[src/rtl/multicycle_control.sv]
`default_nettype none
// ============================================================================
//  Module   : multicycle_control
//  Purpose  : Multi-cycle MIPS main controller. Sequences a shared ALU, a
//             unified instruction/data memory port, the IR, the PC and the
//             register file through fetch/decode/execute/memory/writeback.
//             It also handles the memory ready handshake with a stall timeout.
//  Revision : 1.0 - initial release
// ----------------------------------------------------------------------------
//  Parameters
//    TIMEOUT_CYCLES : mem_ready-low cycles tolerated in a memory state
//                     (0 = never abort)
//    CNT_W          : wait counter width, 2**CNT_W > TIMEOUT_CYCLES
//  Ports
//    clk, rst       : clock (rising edge), asynchronous active-high reset
//    instruction    : opcode IR[31:26], sampled only in DECODE
//    mem_ready      : memory completes the current access this cycle
//    PCWrite .. PCSource : datapath enables and mux selects
//    state          : current state encoding (debug)
//    instr_done     : final cycle of an instruction
//    illegal_op     : one-cycle pulse after an unsupported opcode
//    mem_timeout    : one-cycle pulse after a stall abort
//  Build option
//    ADDI_EN        : when defined, opcode 001000 (addi) is supported;
//                     otherwise it is treated as illegal
// ============================================================================
module multicycle_control #(
    parameter int TIMEOUT_CYCLES = 15,
    parameter int CNT_W          = 4
) (
    input  logic       clk,
    input  logic       rst,
    input  logic [5:0] instruction,
    input  logic       mem_ready,
    output logic       PCWrite,
    output logic       PCWriteCond,
    output logic       IorD,
    output logic       MemRead,
    output logic       MemWrite,
    output logic       IRWrite,
    output logic       MemToReg,
    output logic       RegDst,
    output logic       RegWrite,
    output logic       ALUSrcA,
    output logic [1:0] ALUSrcB,
    output logic [1:0] ALUOp,
    output logic [1:0] PCSource,
    output logic [3:0] state,
    output logic       instr_done,
    output logic       illegal_op,
    output logic       mem_timeout
);

    typedef enum logic [3:0] {
        S_FETCH     = 4'd0,
        S_DECODE    = 4'd1,
        S_MEM_ADDR  = 4'd2,
        S_MEM_READ  = 4'd3,
        S_MEM_WB    = 4'd4,
        S_MEM_WRITE = 4'd5,
        S_EXECUTE   = 4'd6,
        S_R_WB      = 4'd7,
        S_BRANCH    = 4'd8,
        S_JUMP      = 4'd9
`ifdef ADDI_EN
        ,
        S_ADDI_EX   = 4'd10,
        S_ADDI_WB   = 4'd11
`endif
    } state_t;

    localparam logic [5:0] c_OP_RTYPE = 6'b000000;
    localparam logic [5:0] c_OP_LW    = 6'b100011;
    localparam logic [5:0] c_OP_SW    = 6'b101011;
    localparam logic [5:0] c_OP_BEQ   = 6'b000100;
    localparam logic [5:0] c_OP_J     = 6'b000010;
`ifdef ADDI_EN
    localparam logic [5:0] c_OP_ADDI  = 6'b001000;
`endif
    localparam logic [CNT_W-1:0] c_CNT_LAST = CNT_W'(TIMEOUT_CYCLES - 1);
    localparam logic [CNT_W-1:0] c_CNT_MAX  = {CNT_W{1'b1}};

    state_t             state_q, state_d;
    logic [CNT_W-1:0]   cnt_q, cnt_d;
    logic [5:0]         opcode_q, opcode_d;
    logic               illegal_q, illegal_d;
    logic               timeout_q, timeout_d;
    logic               w_wait_state;
    logic               w_expire;

    // ------------------------------------------------------------------
    // State and status registers
    // ------------------------------------------------------------------
    always_ff @(posedge clk or posedge rst) begin
        if (rst) begin
            state_q   <= S_FETCH;
            cnt_q     <= '0;
            opcode_q  <= '0;
            illegal_q <= 1'b0;
            timeout_q <= 1'b0;
        end else begin
            state_q   <= state_d;
            cnt_q     <= cnt_d;
            opcode_q  <= opcode_d;
            illegal_q <= illegal_d;
            timeout_q <= timeout_d;
        end
    end

    // States that wait on the memory handshake
    assign w_wait_state = (state_q == S_FETCH) || (state_q == S_MEM_READ) ||
                          (state_q == S_MEM_WRITE);

    // Abort fires on the last tolerated low cycle; a same-cycle mem_ready wins
    // because the term requires mem_ready low.
    assign w_expire = (TIMEOUT_CYCLES != 0) && w_wait_state && !mem_ready &&
                      (cnt_q == c_CNT_LAST);

    // ------------------------------------------------------------------
    // Next-state logic
    // ------------------------------------------------------------------
    always_comb begin
        state_d   = state_q;
        cnt_d     = '0;
        opcode_d  = opcode_q;
        illegal_d = 1'b0;
        timeout_d = 1'b0;

        // Counter saturates so a disabled timeout never wraps back to zero
        if (w_wait_state && !mem_ready && !w_expire && (cnt_q != c_CNT_MAX)) begin
            cnt_d = cnt_q + 1'b1;
        end else if (w_wait_state && !mem_ready && !w_expire) begin
            cnt_d = cnt_q;
        end

        case (state_q)
            S_FETCH: begin
                if (mem_ready) state_d = S_DECODE;
            end
            S_DECODE: begin
                opcode_d = instruction;
                case (instruction)
                    c_OP_RTYPE:        state_d = S_EXECUTE;
                    c_OP_LW, c_OP_SW:  state_d = S_MEM_ADDR;
                    c_OP_BEQ:          state_d = S_BRANCH;
                    c_OP_J:            state_d = S_JUMP;
`ifdef ADDI_EN
                    c_OP_ADDI:         state_d = S_ADDI_EX;
`endif
                    default: begin
                        state_d   = S_FETCH;
                        illegal_d = 1'b1;
                    end
                endcase
            end
            // lw/sw choice uses the opcode captured in DECODE, not the live input
            S_MEM_ADDR:  state_d = (opcode_q == c_OP_LW) ? S_MEM_READ : S_MEM_WRITE;
            S_MEM_READ:  if (mem_ready) state_d = S_MEM_WB;
            S_MEM_WRITE: if (mem_ready) state_d = S_FETCH;
            S_EXECUTE:   state_d = S_R_WB;
`ifdef ADDI_EN
            S_ADDI_EX:   state_d = S_ADDI_WB;
`endif
            default:     state_d = S_FETCH;
        endcase

        if (w_expire) begin
            state_d   = S_FETCH;
            timeout_d = 1'b1;
        end
    end

    // ------------------------------------------------------------------
    // Output decode (Moore, except FETCH/MEM_WRITE handshake terms)
    // ------------------------------------------------------------------
    always_comb begin
        PCWrite     = 1'b0;
        PCWriteCond = 1'b0;
        IorD        = 1'b0;
        MemRead     = 1'b0;
        MemWrite    = 1'b0;
        IRWrite     = 1'b0;
        MemToReg    = 1'b0;
        RegDst      = 1'b0;
        RegWrite    = 1'b0;
        ALUSrcA     = 1'b0;
        ALUSrcB     = 2'b00;
        ALUOp       = 2'b00;
        PCSource    = 2'b00;
        instr_done  = 1'b0;

        if (!rst) begin
            case (state_q)
                S_FETCH: begin
                    MemRead = 1'b1;
                    ALUSrcB = 2'b01;
                    IRWrite = mem_ready;
                    PCWrite = mem_ready;
                end
                S_DECODE:   ALUSrcB = 2'b11;
                S_MEM_ADDR: begin
                    ALUSrcA = 1'b1;
                    ALUSrcB = 2'b10;
                end
                S_MEM_READ: begin
                    MemRead = 1'b1;
                    IorD    = 1'b1;
                end
                S_MEM_WB: begin
                    RegWrite   = 1'b1;
                    MemToReg   = 1'b1;
                    instr_done = 1'b1;
                end
                S_MEM_WRITE: begin
                    MemWrite   = 1'b1;
                    IorD       = 1'b1;
                    instr_done = mem_ready;
                end
                S_EXECUTE: begin
                    ALUSrcA = 1'b1;
                    ALUOp   = 2'b10;
                end
                S_R_WB: begin
                    RegDst     = 1'b1;
                    RegWrite   = 1'b1;
                    instr_done = 1'b1;
                end
                S_BRANCH: begin
                    ALUSrcA     = 1'b1;
                    ALUOp       = 2'b01;
                    PCWriteCond = 1'b1;
                    PCSource    = 2'b01;
                    instr_done  = 1'b1;
                end
                S_JUMP: begin
                    PCWrite    = 1'b1;
                    PCSource   = 2'b10;
                    instr_done = 1'b1;
                end
`ifdef ADDI_EN
                S_ADDI_EX: begin
                    ALUSrcA = 1'b1;
                    ALUSrcB = 2'b10;
                end
                S_ADDI_WB: begin
                    RegWrite   = 1'b1;
                    instr_done = 1'b1;
                end
`endif
                default: ;
            endcase
        end
    end

    assign state       = rst ? 4'd0 : state_q;
    assign illegal_op  = illegal_q & ~rst;
    assign mem_timeout = timeout_q & ~rst;

endmodule
`default_nettype wire

[config.mk]
export PLATFORM = sky130hd
export DESIGN_NAME = multicycle_control
export DESIGN_NICKNAME = d
export VERILOG_FILES = /design/src/rtl/multicycle_control.sv
export SDC_FILE = /design/constraint.sdc
export NUM_CORES = 1
export LEC_CHECK = 0
export ABC_AREA = 1
export BUFFER_PORTS_ARGS = -buffer_cell sky130_fd_sc_hd__buf_2
export CAP_MARGIN = 20
export CORE_ASPECT_RATIO = 0.8
export CORE_MARGIN = 4
export CORE_UTILIZATION = 54
export DETAILED_ROUTE_END_ITERATION = 6
export PLACE_DENSITY = 0.81
export SLEW_MARGIN = 10
export SYNTH_ARGS = -nofsm -noshare
export SYNTH_HDL_FRONTEND = slang
export SYNTH_SLANG_ARGS = --single-unit
[constraint.sdc]
create_clock -name clk -period 3.1 [get_ports clk]
set_input_delay 0.155 -clock clk [delete_from_list [all_inputs] [get_ports clk]]
set_output_delay 0.155 -clock clk [all_outputs]
set_load 0.05 [all_outputs]
Yosys cells after proc, flatten, opt, wreduce, memory -nomap -nowiden
Cells that the tools add are included.
- bitwise operators: 3
- eq/ne operators: 20
- add/sub/neg operators: 1
- mux-type cells: 41
- reductions and logical operators: 18
- operators by type and width (kind ; count):
    2-to-1 mux 4 bit ; 7
    one-hot mux 4 bit (6 select lines) ; 1
    2-to-1 mux 1 bit ; 23
    == test 6 bit (second input constant) ; 3
    == test 4 x 3 -> 1 bit (second input constant) ; 4
    one-hot mux 4 bit (4 select lines) ; 1
    == test 4 bit (second input constant) ; 3
    != test 3 bit (second input constant) ; 3
    == test 4 x 2 -> 1 bit (second input constant) ; 2
    one-hot mux 2 bit (2 select lines) ; 2
    OR reduction 2 bit ; 4
    == test 6 x 2 -> 1 bit (second input constant) ; 1
    == test 6 x 3 -> 1 bit (second input constant) ; 1
    zero test 6 bit ; 1
    2-to-1 mux 2 bit ; 3
    one-hot mux 2 bit (3 select lines) ; 1
    OR reduction 5 bit ; 1
    adder 4 x 1 -> 4 bit (second input constant) ; 1
    == test 4 x 1 -> 1 bit (second input constant) ; 1
    logical AND 1 bit ; 4
    zero test 4 bit ; 1
    != test 4 bit (second input constant) ; 1
    one-hot mux 1 bit (2 select lines) ; 2
    OR reduction 4 bit ; 1
    8 further kinds ; 11
- logic and storage cells: 88
- bits of input ports: 9
- register bits: 16

Logic depth before layout (Yosys ltp)
- depth after elaboration: 9
- gate-level depth with buffers: 8

Least setup slack after synthesis
Ideal clock, no wire load.
- kind: flip-flop to output port
- start: reg state_q[2]
- end: out MemToReg
- slack: 0.522 ns
- path buffers: 0
- cell stages (with the launch flop): 5
- arrival time: 2.423 ns
- cells stage by stage: dfrtp_1 > inv_2 > nor2_1 > nand2_1 > nor3_1
- word-level cells in the longest chain between the ends: 3
- RTL lines (what ; RTL line ; text):
    start, declared ; 83 ; state_t state_q, state_d;
    start signal, assigned ; 102 ; state_q <= state_d;
    == test 4 x 3 -> 1 bit ; 193 ; case (state_q)
    2-to-1 mux 1 bit ; 193 ;
    2-to-1 mux 1 bit ; 192 ; if (!rst) begin
    end, declared ; 41 ; output logic MemToReg,
No other way between the ends.

Final worst setup path
- start: reg state_q[0]
- end: out instr_done
- word-level cells in the longest chain between the ends: 4
- elaborated cells on any way between the ends: 8
- those cells by class: eq/ne: 5; mux: 2; reduce/logical: 1
- RTL lines (what ; RTL line ; text):
    == test 4 bit or == test 4 x 3 -> 1 bit (tied branches) ; 193 ;
    OR reduction 4 bit (no source line) ; -- ;
    one-hot mux 1 bit (2 select lines) (*) ; 193 ;
    2-to-1 mux 1 bit (*) ; 192 ;
    end, declared ; 49 ; output logic instr_done,
Mark *: on every way between the ends. The rest lies on a longest branch, timed or not.

==> results.md <==
* Delay-heaviest family, CP: flip-flops
* CP Launch Type: register
* CP required at 2.94 ns
* GR Util All Layers at between 10% and 20%
* Post-synth EDFFs at 0
* Syn avg cell area at about 7.3 um2
* Hold Vio Cnt, Final at 0
* CP Capture Type: output port
* Met1 Usage GRT at 26.7%
* Num rows at 14
* VDD IR max at ~0.41 mV
* Initial antenna violation count at 0
* Critical path buffers and inverters at 2
* Post-Syn Area at around 1100 um2
* Warning count from the yosys run at 0
* Routed len/inst at 12.2 um
* Worst skew pair latency at 0.28 ns
* Routed Antenna Nets at 0
* Pleak at between 0.0006 and 0.0007 uW
* Initial DRC count at 40
* Mapped Cells at between 100 and 150
* Yosys top cell by area: dfrtp_1
* Register area share after synthesis at 37.0%
* Die height at ~48 um
* Die area at 2790 um2
* Port bufs at 31
* Remaining Overflow, GRT at 0
* Drt total wl at 2460 um
* Longest Clk Path Bufs at 2
* TritonCTS clock tree: done
* Hold slack at approximately 0.060 ns
* Slew @ Worst Pin at 0.588 ns
* Met3 Usage GRT at 4.85%
* Distinct cells, synth at 25
* Max-cap violation count at 0
* DRT Pass-1 Iters at 4
* Critical-path top delay cell: dfrtp_1
* Post-route clock period utilization at ~58%
* Worst-path fanout max at 7
* Die Wd at 58.0 um
* Rel. slew slack at 60.8%
* Crit path kind: register to output port
* CP arrival at 1.63 ns
* Vias post-DR at 1,057
* Syn Nets at 160
* Slew Viols, Final at 0
* Syn-to-layout area delta at 16.1%
* Min Tclk post-route at 1.79 ns
* Met2 Use GR at 29.5%
* DRC violations left at 0
* GP Congestion at ~0.77
* Setup_tns at 0 ns
* Setup-failing EPs final at 0
* Critical path cell sequence: nand2_1 > inv_1 > o21ai_0 > a31oi_1 > buf_2
* RSZ-0062 raised after global routing: no
* Diode count at 0
* Slowest stage delay, CP at about 0.53 ns
* Clk root buf: clkbuf_4
* Clock sink total at 16
* PwrDens at 705 nW/um2
* Post-synth top flop: dfrtp_1
* R2R Setup Slk at 1.55 ns
* First-pass GRT wire length at slightly below 4000 um
* Hold-fix buffers at CTS at 0
* Reg clk slew, reported paths at 0.08 ns
* Number of buffers created by CTS at 3
* HPWL reported at the end of detailed placement at 2010 um
* Final nets at 191
* Ys async rst share at 100%
* Largest net degree at the start of global routing at 18
* PostCTS Resize Cnt at 0
* Layout cells sized above 1 at between 20% and 30%
* Vias in the first global route at 874
* Post-CTS Setup Bufs at 0
* Core area at between 1500 and 2000 um2
* Clock Skew at between 0.006 and 0.007 ns
* Top cell type's share of synthesized area at 37.0%
* Top post-synthesis cells by area: dfrtp_1 (37%), nor2_1 (10%), nand2_1 (7.6%)
* Io pins at 32
* Vias per std cell at ~5.2
* GR peak layer: met2
* Status: completed
* Starting Density at between 50% and 60%
* H-tree depth at 1
* Fmax at 0.560 GHz
* HP Class: primary input to async pin
* #FFs+latches synth at 16
## kinds of logic after synthesis
group | count (synthesis) | share of synthesized area, %
and+or+nand+nor | 83 | 38.1
AOI/OAI and AO/OA | 19 | 10.2
adders and majority gates | 2 | 2.31
buffers and inverters | 27 | 10.8
xor gates and xnor gates | 2 | 1.62
DFF | 16 | 37.0
## area by class of cell
class	count	area [um2]
inverter	22	82.6
sequential	16	400
timing repair buffer	31	155
tap	24	30.0
fill	178	637
clock buffer	3	22.5
multi-input combinational	106	564
## layer usage
layer,wire length [um],vias to the layer above
li1,-,542
met1,1080,472
met2,1130,39
met3,215,4
met4,30,0
met5,0,-
## Yosys cell counts (2+ instances only)
| master | n |
|---|---|
| inv_2 | 5 |
| nand2_4 | 2 |
| nor2_1 | 29 |
| dfrtp_1 | 16 |
| a21oi_1 | 6 |
| nand2_1 | 22 |
| o21ai_0 | 6 |
| nand4_1 | 7 |
| clkbuf_1 | 2 |
| inv_1 | 17 |
| ha_1 | 2 |
| buf_4 | 2 |
| nand3_1 | 15 |
| nand2_2 | 2 |
| nor2_4 | 3 |
| o21ai_1 | 4 |
## cells in the final DEF (no fill, tap or decap), drive strengths merged
master,count
nand2,26
ha,2
xnor2,1
a31oi,1
buf,31
nor2,32
xor2,1
nand3,16
inv,22
a21oi,7
o21ai,10
nor3,2
dfrtp,16
clkbuf,3
nand4,7
a211oi,1
## report_power, final
group | total [uW] | internal (uW) | switching (uW)
Combinational | 452 | 126 | 326
Sequential | 332 | 273 | 58.6
Clock | 101 | 45.1 | 56.3
## sequential cells by signal (all words and copies together) (netlist names)
register / cells
timeout_q: 1
illegal_q: 1
opcode_q: 6
cnt_q: 4
state_q: 4
## worst paths after layout
check,end,cells past startpoint,from
setup / recovery,instr_done,5,state_q[0]
setup reg to reg,state_q[0],7,state_q[3]
hold reg to reg,opcode_q[0],2,opcode_q[0]
hold / removal,illegal_q,2,rst
min in group clk,opcode_q[1],3,instruction[1]
max in group asynchronous,timeout_q,2,rst
## per-stage QoR
step                setup slack [ns]  std cells  instance area [um2]  power, uW  utilization (%)
detailed placement              1.53        199                 1230        784             65.1
floorplan                      0.522        149                 1080        699                -
global placement                1.57        199                 1230        770             65.1
CTS                             1.31        202                 1250        888             66.3
finish                          1.31        202                 1250        885             66.3
global route                    1.19        202                 1250        955             66.3
Power figures use the tool's default switching activity.
